### config.mk
export PLATFORM = sky130hd
export DESIGN_NAME = group_scan_host_if_flat
export DESIGN_NICKNAME = d
export VERILOG_FILES = /design/src/rtl/group_scan_host_if_if.sv /design/src/rtl/group_scan_host_if.sv /design/src/flat_wrapper.sv
export SDC_FILE = /design/constraint.sdc
export NUM_CORES = 1
export LEC_CHECK = 0
export ABC_AREA = 1
export BUFFER_PORTS_ARGS = -buffer_cell sky130_fd_sc_hd__buf_2
export CORE_UTILIZATION = 49
export CTS_CLUSTER_DIAMETER = 40
export DETAILED_ROUTE_END_ITERATION = 10
export PLACE_DENSITY = 0.87
export SLEW_MARGIN = 5
export SYNTH_ARGS = -nofsm -noshare
export SYNTH_HDL_FRONTEND = slang
export SYNTH_SLANG_ARGS = --single-unit
### constraint.sdc
create_clock -name clk -period 1.75 [get_ports clk]
set_input_delay 0.0875 -clock clk [delete_from_list [all_inputs] [get_ports clk]]
set_output_delay 0.0875 -clock clk [all_outputs]
set_load 0.01 [all_outputs]
### src/rtl/group_scan_host_if_if.sv
// Command, response and static scan bus signals of one group mux port.
// master: the host-side initiator; slave: the command source plus scan responder.
interface group_scan_host_if_if;
    logic        cmd_valid;
    logic        cmd_ready;
    logic        cmd_write;
    logic [19:0] cmd_addr;
    logic [31:0] cmd_wdata;

    logic        rsp_valid;
    logic        rsp_ready;
    logic [31:0] rsp_rdata;
    logic        rsp_err;

    logic        static_wen_group_mux;
    logic        static_ren_group_mux;
    logic [19:0] static_addr_group_mux;
    logic [31:0] static_wdata_group_mux;
    logic [31:0] static_rdata_group_mux;
    logic        static_ready_group_mux;
    logic        scan_id_group_mux;
    logic        busy;

    modport master (
        input  cmd_valid, cmd_write, cmd_addr, cmd_wdata, rsp_ready,
               static_rdata_group_mux, static_ready_group_mux,
        output cmd_ready, rsp_valid, rsp_rdata, rsp_err,
               static_wen_group_mux, static_ren_group_mux, static_addr_group_mux,
               static_wdata_group_mux, scan_id_group_mux, busy
    );

    modport slave (
        output cmd_valid, cmd_write, cmd_addr, cmd_wdata, rsp_ready,
               static_rdata_group_mux, static_ready_group_mux,
        input  cmd_ready, rsp_valid, rsp_rdata, rsp_err,
               static_wen_group_mux, static_ren_group_mux, static_addr_group_mux,
               static_wdata_group_mux, scan_id_group_mux, busy
    );
endinterface

### src/rtl/group_scan_host_if.sv
// Group static scan bus initiator: one command -> setup, scan_id/ready 4-phase handshake, response.
// Optional handshake watchdog enabled by defining GROUP_SCAN_TIMEOUT_EN.
module group_scan_host_if #(
    parameter int SETUP_CYC   = 2,
    parameter int SYNC_STAGES = 2
`ifdef GROUP_SCAN_TIMEOUT_EN
    ,
    parameter int TIMEOUT_CYC = 1024
`endif
) (
    input  logic                 clk,
    input  logic                 rst,
    group_scan_host_if_if.master bus
);

    typedef enum logic [2:0] {
        IDLE,
        SETUP,
        REQ,
        RELEASE,
        RESP
    } state_t;

    localparam int SETUP_W = (SETUP_CYC > 1) ? $clog2(SETUP_CYC) : 1;
    localparam logic [SETUP_W-1:0] SETUP_LAST = SETUP_W'(SETUP_CYC - 1);

    state_t             state_reg, state_next;
    logic [SETUP_W-1:0] setup_cnt_reg, setup_cnt_next;
    logic               armed_reg, armed_next;
    logic               scan_id_reg;
    logic               wen_reg, wen_next;
    logic               ren_reg, ren_next;
    logic [19:0]        addr_reg, addr_next;
    logic [31:0]        wdata_reg, wdata_next;
    logic [31:0]        rdata_reg, rdata_next;
    logic               err_reg, err_next;
    logic               cmd_ready_c;
    logic               rsp_valid_c;
    logic               idle_open;
    logic               rdy_s;

    // Ready comes from another domain; only the last stage is ever looked at.
    logic [SYNC_STAGES:0] sync_chain;
    assign sync_chain[0] = bus.static_ready_group_mux;

    genvar gi;
    generate
        for (gi = 0; gi < SYNC_STAGES; gi++) begin : g_sync
            logic stage_reg;
            always_ff @(posedge clk) begin
                if (rst) begin
                    stage_reg <= 1'b0;
                end else begin
                    stage_reg <= sync_chain[gi];
                end
            end
            assign sync_chain[gi+1] = stage_reg;
        end
    endgenerate

    assign rdy_s = sync_chain[SYNC_STAGES];

`ifdef GROUP_SCAN_TIMEOUT_EN
    localparam logic [15:0] WD_LAST = 16'(TIMEOUT_CYC - 1);
    logic [15:0] wd_reg, wd_next;
    // A responder still holding ready after a timeout must drop it before the next command.
    assign idle_open = ~rdy_s;
`else
    assign idle_open = 1'b1;
`endif

    always_comb begin
        state_next     = state_reg;
        setup_cnt_next = setup_cnt_reg;
        armed_next     = armed_reg;
        wen_next       = wen_reg;
        ren_next       = ren_reg;
        addr_next      = addr_reg;
        wdata_next     = wdata_reg;
        rdata_next     = rdata_reg;
        err_next       = err_reg;
        cmd_ready_c    = 1'b0;
        rsp_valid_c    = 1'b0;
`ifdef GROUP_SCAN_TIMEOUT_EN
        wd_next        = wd_reg;
`endif
        case (state_reg)
            IDLE: begin
                cmd_ready_c = idle_open;
                if (bus.cmd_valid && idle_open) begin
                    addr_next      = bus.cmd_addr;
                    wdata_next     = bus.cmd_wdata;
                    wen_next       = bus.cmd_write;
                    ren_next       = ~bus.cmd_write;
                    err_next       = 1'b0;
                    setup_cnt_next = '0;
                    state_next     = SETUP;
                end
            end
            SETUP: begin
                if (setup_cnt_reg == SETUP_LAST) begin
                    armed_next = 1'b0;
                    state_next = REQ;
`ifdef GROUP_SCAN_TIMEOUT_EN
                    wd_next    = '0;
`endif
                end else begin
                    setup_cnt_next = setup_cnt_reg + 1'b1;
                end
            end
            REQ: begin
                // Only a 0->1 seen inside REQ counts, so a stale ready cannot complete the transfer.
                if (armed_reg && rdy_s) begin
                    rdata_next = ren_reg ? bus.static_rdata_group_mux : 32'h0;
                    wen_next   = 1'b0;
                    ren_next   = 1'b0;
                    state_next = RELEASE;
`ifdef GROUP_SCAN_TIMEOUT_EN
                    wd_next    = '0;
`endif
                end else begin
                    if (!rdy_s) begin
                        armed_next = 1'b1;
                    end
`ifdef GROUP_SCAN_TIMEOUT_EN
                    if (wd_reg == WD_LAST) begin
                        wen_next   = 1'b0;
                        ren_next   = 1'b0;
                        rdata_next = 32'h0;
                        err_next   = 1'b1;
                        state_next = RESP;
                    end else begin
                        wd_next = wd_reg + 16'd1;
                    end
`endif
                end
            end
            RELEASE: begin
                if (!rdy_s) begin
                    state_next = RESP;
                end else begin
`ifdef GROUP_SCAN_TIMEOUT_EN
                    if (wd_reg == WD_LAST) begin
                        rdata_next = 32'h0;
                        err_next   = 1'b1;
                        state_next = RESP;
                    end else begin
                        wd_next = wd_reg + 16'd1;
                    end
`endif
                end
            end
            RESP: begin
                rsp_valid_c = 1'b1;
                if (bus.rsp_ready) begin
                    state_next = IDLE;
                end
            end
            default: state_next = IDLE;
        endcase
    end

    always_ff @(posedge clk) begin
        if (rst) begin
            state_reg     <= IDLE;
            setup_cnt_reg <= '0;
            armed_reg     <= 1'b0;
            scan_id_reg   <= 1'b0;
            wen_reg       <= 1'b0;
            ren_reg       <= 1'b0;
            addr_reg      <= '0;
            wdata_reg     <= '0;
            rdata_reg     <= '0;
            err_reg       <= 1'b0;
        end else begin
            state_reg     <= state_next;
            setup_cnt_reg <= setup_cnt_next;
            armed_reg     <= armed_next;
            // Registered so the responder sees a glitch-free request level.
            scan_id_reg   <= (state_next == REQ);
            wen_reg       <= wen_next;
            ren_reg       <= ren_next;
            addr_reg      <= addr_next;
            wdata_reg     <= wdata_next;
            rdata_reg     <= rdata_next;
            err_reg       <= err_next;
        end
    end

`ifdef GROUP_SCAN_TIMEOUT_EN
    always_ff @(posedge clk) begin
        if (rst) begin
            wd_reg <= '0;
        end else begin
            wd_reg <= wd_next;
        end
    end
    assign bus.rsp_err = err_reg;
`else
    assign bus.rsp_err = 1'b0;
`endif

    assign bus.cmd_ready              = cmd_ready_c;
    assign bus.rsp_valid              = rsp_valid_c;
    assign bus.rsp_rdata              = rdata_reg;
    assign bus.static_wen_group_mux   = wen_reg;
    assign bus.static_ren_group_mux   = ren_reg;
    assign bus.static_addr_group_mux  = addr_reg;
    assign bus.static_wdata_group_mux = wdata_reg;
    assign bus.scan_id_group_mux      = scan_id_reg;
    assign bus.busy                   = (state_reg != IDLE);

endmodule

### src/flat_wrapper.sv
// flat-port wrapper written by rule: the top's interface ports become plain ports
module group_scan_host_if_flat 
#(
    parameter int SETUP_CYC   = 2,
    parameter int SYNC_STAGES = 2

)
  (clk, rst, bus_cmd_valid, bus_cmd_write, bus_cmd_addr, bus_cmd_wdata, bus_rsp_ready, bus_static_rdata_group_mux, bus_static_ready_group_mux, bus_cmd_ready, bus_rsp_valid, bus_rsp_rdata, bus_rsp_err, bus_static_wen_group_mux, bus_static_ren_group_mux, bus_static_addr_group_mux, bus_static_wdata_group_mux, bus_scan_id_group_mux, bus_busy);
  group_scan_host_if_if bus_i ();
  input  logic clk;
  input  logic rst;
  input wire logic [$bits(bus_i.cmd_valid)-1:0] bus_cmd_valid;
  input wire logic [$bits(bus_i.cmd_write)-1:0] bus_cmd_write;
  input wire logic [$bits(bus_i.cmd_addr)-1:0] bus_cmd_addr;
  input wire logic [$bits(bus_i.cmd_wdata)-1:0] bus_cmd_wdata;
  input wire logic [$bits(bus_i.rsp_ready)-1:0] bus_rsp_ready;
  input wire logic [$bits(bus_i.static_rdata_group_mux)-1:0] bus_static_rdata_group_mux;
  input wire logic [$bits(bus_i.static_ready_group_mux)-1:0] bus_static_ready_group_mux;
  output wire logic [$bits(bus_i.cmd_ready)-1:0] bus_cmd_ready;
  output wire logic [$bits(bus_i.rsp_valid)-1:0] bus_rsp_valid;
  output wire logic [$bits(bus_i.rsp_rdata)-1:0] bus_rsp_rdata;
  output wire logic [$bits(bus_i.rsp_err)-1:0] bus_rsp_err;
  output wire logic [$bits(bus_i.static_wen_group_mux)-1:0] bus_static_wen_group_mux;
  output wire logic [$bits(bus_i.static_ren_group_mux)-1:0] bus_static_ren_group_mux;
  output wire logic [$bits(bus_i.static_addr_group_mux)-1:0] bus_static_addr_group_mux;
  output wire logic [$bits(bus_i.static_wdata_group_mux)-1:0] bus_static_wdata_group_mux;
  output wire logic [$bits(bus_i.scan_id_group_mux)-1:0] bus_scan_id_group_mux;
  output wire logic [$bits(bus_i.busy)-1:0] bus_busy;
  assign bus_i.cmd_valid = bus_cmd_valid;
  assign bus_i.cmd_write = bus_cmd_write;
  assign bus_i.cmd_addr = bus_cmd_addr;
  assign bus_i.cmd_wdata = bus_cmd_wdata;
  assign bus_i.rsp_ready = bus_rsp_ready;
  assign bus_i.static_rdata_group_mux = bus_static_rdata_group_mux;
  assign bus_i.static_ready_group_mux = bus_static_ready_group_mux;
  assign bus_cmd_ready = bus_i.cmd_ready;
  assign bus_rsp_valid = bus_i.rsp_valid;
  assign bus_rsp_rdata = bus_i.rsp_rdata;
  assign bus_rsp_err = bus_i.rsp_err;
  assign bus_static_wen_group_mux = bus_i.static_wen_group_mux;
  assign bus_static_ren_group_mux = bus_i.static_ren_group_mux;
  assign bus_static_addr_group_mux = bus_i.static_addr_group_mux;
  assign bus_static_wdata_group_mux = bus_i.static_wdata_group_mux;
  assign bus_scan_id_group_mux = bus_i.scan_id_group_mux;
  assign bus_busy = bus_i.busy;
  group_scan_host_if #(.SETUP_CYC(SETUP_CYC), .SYNC_STAGES(SYNC_STAGES)) u_core (.clk(clk), .rst(rst), .bus(bus_i));
endmodule
==> results by group <==
Outcome
  – Outcome: finished clean

Critical path
  – Crit end category: register
  – R2R cell count: 5
  – Crit path arrival time: 1.86 ns
  – Worst path max stage delay: 0.51 ns
  – Critical path data required time: 2.01 ns
  – Critical Path Slowest Stage Cell: dfxtp_1
  – Crit Path Class: register to register
  – Crit-path max FO: 56
  – CP startpoint kind: register
  – Reg2reg start: u_core.state_reg[0]
  – Reg2reg setup slack: 0.15 ns
  – RR Endpoint: u_core.bus.static_wdata_group_mux[2]
  – Crit path cell chain: nor2_2 > nand3_2 > buf_4 > nand2_1 > a21oi_1

Clock tree
  – Clock net sink count: between 90 and 100
  – Post-CTS Setup Repair Bufs: 0
  – Cts bufs inserted: 9
  – Root Buffer: clkbuf_8
  – H-tree levels: 3
  – # resized after CTS: 0
  – Reg clk slew, reported paths: 0.09 ns
  – Clk Latency, worst-skew pair: approximately 0.35 ns
  – CTS tree: done
  – Hold-fix buffers, CTS: 54
  – Max Root-Sink Buffers: 2

Run
  – Max_cap viols: 0

Power
  – Pwr per Cell Area: 835 nW/um^2
  – Sw Share: 0.267
  – Share of power burned in registers: 0.528
  – Clk pwr share: 0.316
  – P_int: approximately 3200 uW
  – VDD IR-drop max: between 0.7 and 0.8 mV
  – Comb power frac: 0.157
  – Lkg Pwr: 0.00249 uW
  – Switching Power: 1160 uW

Detailed routing
  – DR pass1 iterations: 5
  – DRT iter0 DRCs: approximately 150
  – Via density: 4.85
  – Routed wire per std cell: between 10 and 15 um
  – # DRC: 0
  – Routed vias: approximately 3800
  – Antenna viol nets, final: 0
  – DRT Wirelength: slightly above 10 mm

STA
  – Unrepaired setup endpoints after global routing: false
  – Fmax: 626 MHz
  – Setup tns final: 0 ns
  – Final Max Tran Viols: 0
  – Max Clock Skew: 0.0118 ns
  – Endpoints failing hold: 0
  – Setup WS post-layout: ~0.15 ns
  – Worst Tran Pin Value: about 0.54 ns
  – Endpoints failing setup: 0
  – Normalized max-slew margin: 0.642
  – Hold WS: 0.0659 ns
  – Tcrit/Tclk final: 0.913
  – Final Critical Period: about 1.6 ns

Yosys
  – Register area share after synthesis: 0.525
  – Ranking of synthesized cells by area: dfxtp_1 53%, nand2_1 19%, a21oi_1 7.8%
  – Synth Net Count: 560
  – Synth warn: 0
  – Avg Cell Area, Syn: 7.62 um^2
  – Post-Syn Area: 3580 um^2
  – Synth unique cells: 22
  – Cell count after synthesis: 470
  – Largest area contributor in the netlist: dfxtp_1
  – Top-area cell type share of the netlist area: 0.525
  – Post-synthesis register bit count: 94

Cells and area
  – Area of the multi-input gates: 1390 um^2
  – Synth-to-layout area growth: 45.2%
  – Layout cells sized above 1: 0.304
  – Register area: 1880 um^2
  – Most frequent cells in the layout: 182 x nand2_1, 179 x buf_2, 94 x dfxtp_1
  – Commonest non-fill, non-tap cell in the layout: nand2_1
  – Nets: 779
  – Final instance area: 5200 um^2
  – FILL cells: 484
  – ANT cells: 0

Min path
  – Startpoint of the most critical hold path: bus_static_rdata_group_mux[18]
  – Hold path endpoint: u_core.bus.rsp_rdata[18]
  – Hold Path Stages: 5
  – HP Class: input pin to register

Placement
  – Placed Area: approximately 4500 um^2
  – IO Port Bufs: 179
  – Dpl ws: 0.218 ns
  – Detailed Place HPWL: just over 6 mm
  – GP Congestion: about 0.84

Global route
  – Grt ovf: 0
  – Initial antenna violation count: 0
  – GRT Total Usage: 0.269
  – Largest net degree at the start of global routing: 57
  – First-pass GRT wire length: 16.0 mm
  – Number of global-route vias before repair: 3621

Floorplanning
  – Row count: 30
  – Die W: roughly 90 um
  – Initial Utilization: 0.516
  – Die Area: 7660 um^2
  – CORE AREA: 6940 um^2
  – Num ports: 181
  – Vert. Die Dim: ~88 um
## through the flow
step	instances	utilization	power [uW]
floorplan	470	-	2670
CTS	790	0.749	4350
global placement	720	0.643	2880
global route	790	0.749	4540
detailed placement	720	0.643	2900
finish	790	0.749	4350
## metal layers
| metal | vias to the layer above | GRT usage | wire length, um |
|---|---|---|---|
| met5 | - | 0 | 0 |
| li1 | 1914 | - | - |
| met3 | 47 | 0.0578 | 611 |
| met4 | 0 | 0.182 | 516 |
| met2 | 187 | 0.468 | 5020 |
| met1 | 1681 | 0.295 | 4140 |
## logic make-up (layout without fill, tap and decap cells)
| logic type | after synthesis | after routing | synth area share |
|---|---|---|---|
| other | 1 | 1 | 0.00105 |
| flip-flops | 94 | 94 | 0.525 |
| AO/OA/AOI/OAI | 90 | 90 | 0.126 |
| AND/OR/NAND/NOR | 235 | 235 | 0.262 |
| buffers and inverters | 50 | 274 | 0.0862 |
## synth_stat cells
cell	count
o21ai_0	20
nand2_1	182
nor2_8	1
o21ai_1	13
buf_2	2
nand3_2	1
inv_1	14
nand3_1	6
nand4_1	2
a31oi_1	1
dfxtp_1	94
buf_6	13
nor3_1	1
clkbuf_1	13
conb_1	1
inv_2	1
buf_4	5
clkinv_2	2
nand3_4	1
nor2_2	2
nor2_1	39
a21oi_1	56
## how the worst max path moves through the flow
stage,from,end,cells after the start
6_report,u_core.state_reg[0],u_core.bus.static_wdata_group_mux[2],5
5_1_grt,u_core.state_reg[0],u_core.bus.static_wdata_group_mux[2],5
4_1_cts,u_core.state_reg[0],u_core.state_reg[0],6
3_5_place_dp,u_core.state_reg[0],u_core.state_reg[0],6
3_3_place_gp,u_core.state_reg[0],u_core.state_reg[0],6
2_1_floorplan,u_core.state_reg[0],u_core.bus.rsp_rdata[10],8
## layout make-up
type	count	area share
clock buffer	12	0.0317
inverter	17	0.0127
clock inverter	4	0.00577
timing repair buffer	241	0.297
sequential	94	0.362
tap	96	0.0231
multi-input combinational	326	0.268
## critical path, delay by kind of cell, from the launching register on
| kind | cells | cell delay, ns |
|---|---|---|
| DFF | 1 | 0.51 |
| and+or+nand+nor | 3 | 0.30 |
| AOI/OAI and AO/OA | 1 | 0.22 |
| buffers and inverters | 1 | 0.47 |
## power groups by stage
| stage | Combinational (uW) | Clock [uW] | Sequential (uW) |
|---|---|---|---|
| floorplan | 302 | 0 | 2370 |
| global placement | 548 | 0 | 2330 |
| detailed placement | 565 | 0 | 2340 |
| CTS | 661 | 1400 | 2290 |
| global route | 744 | 1490 | 2300 |
| finish | 682 | 1370 | 2290 |
Note: power is estimated with default switching activity, not from simulation.
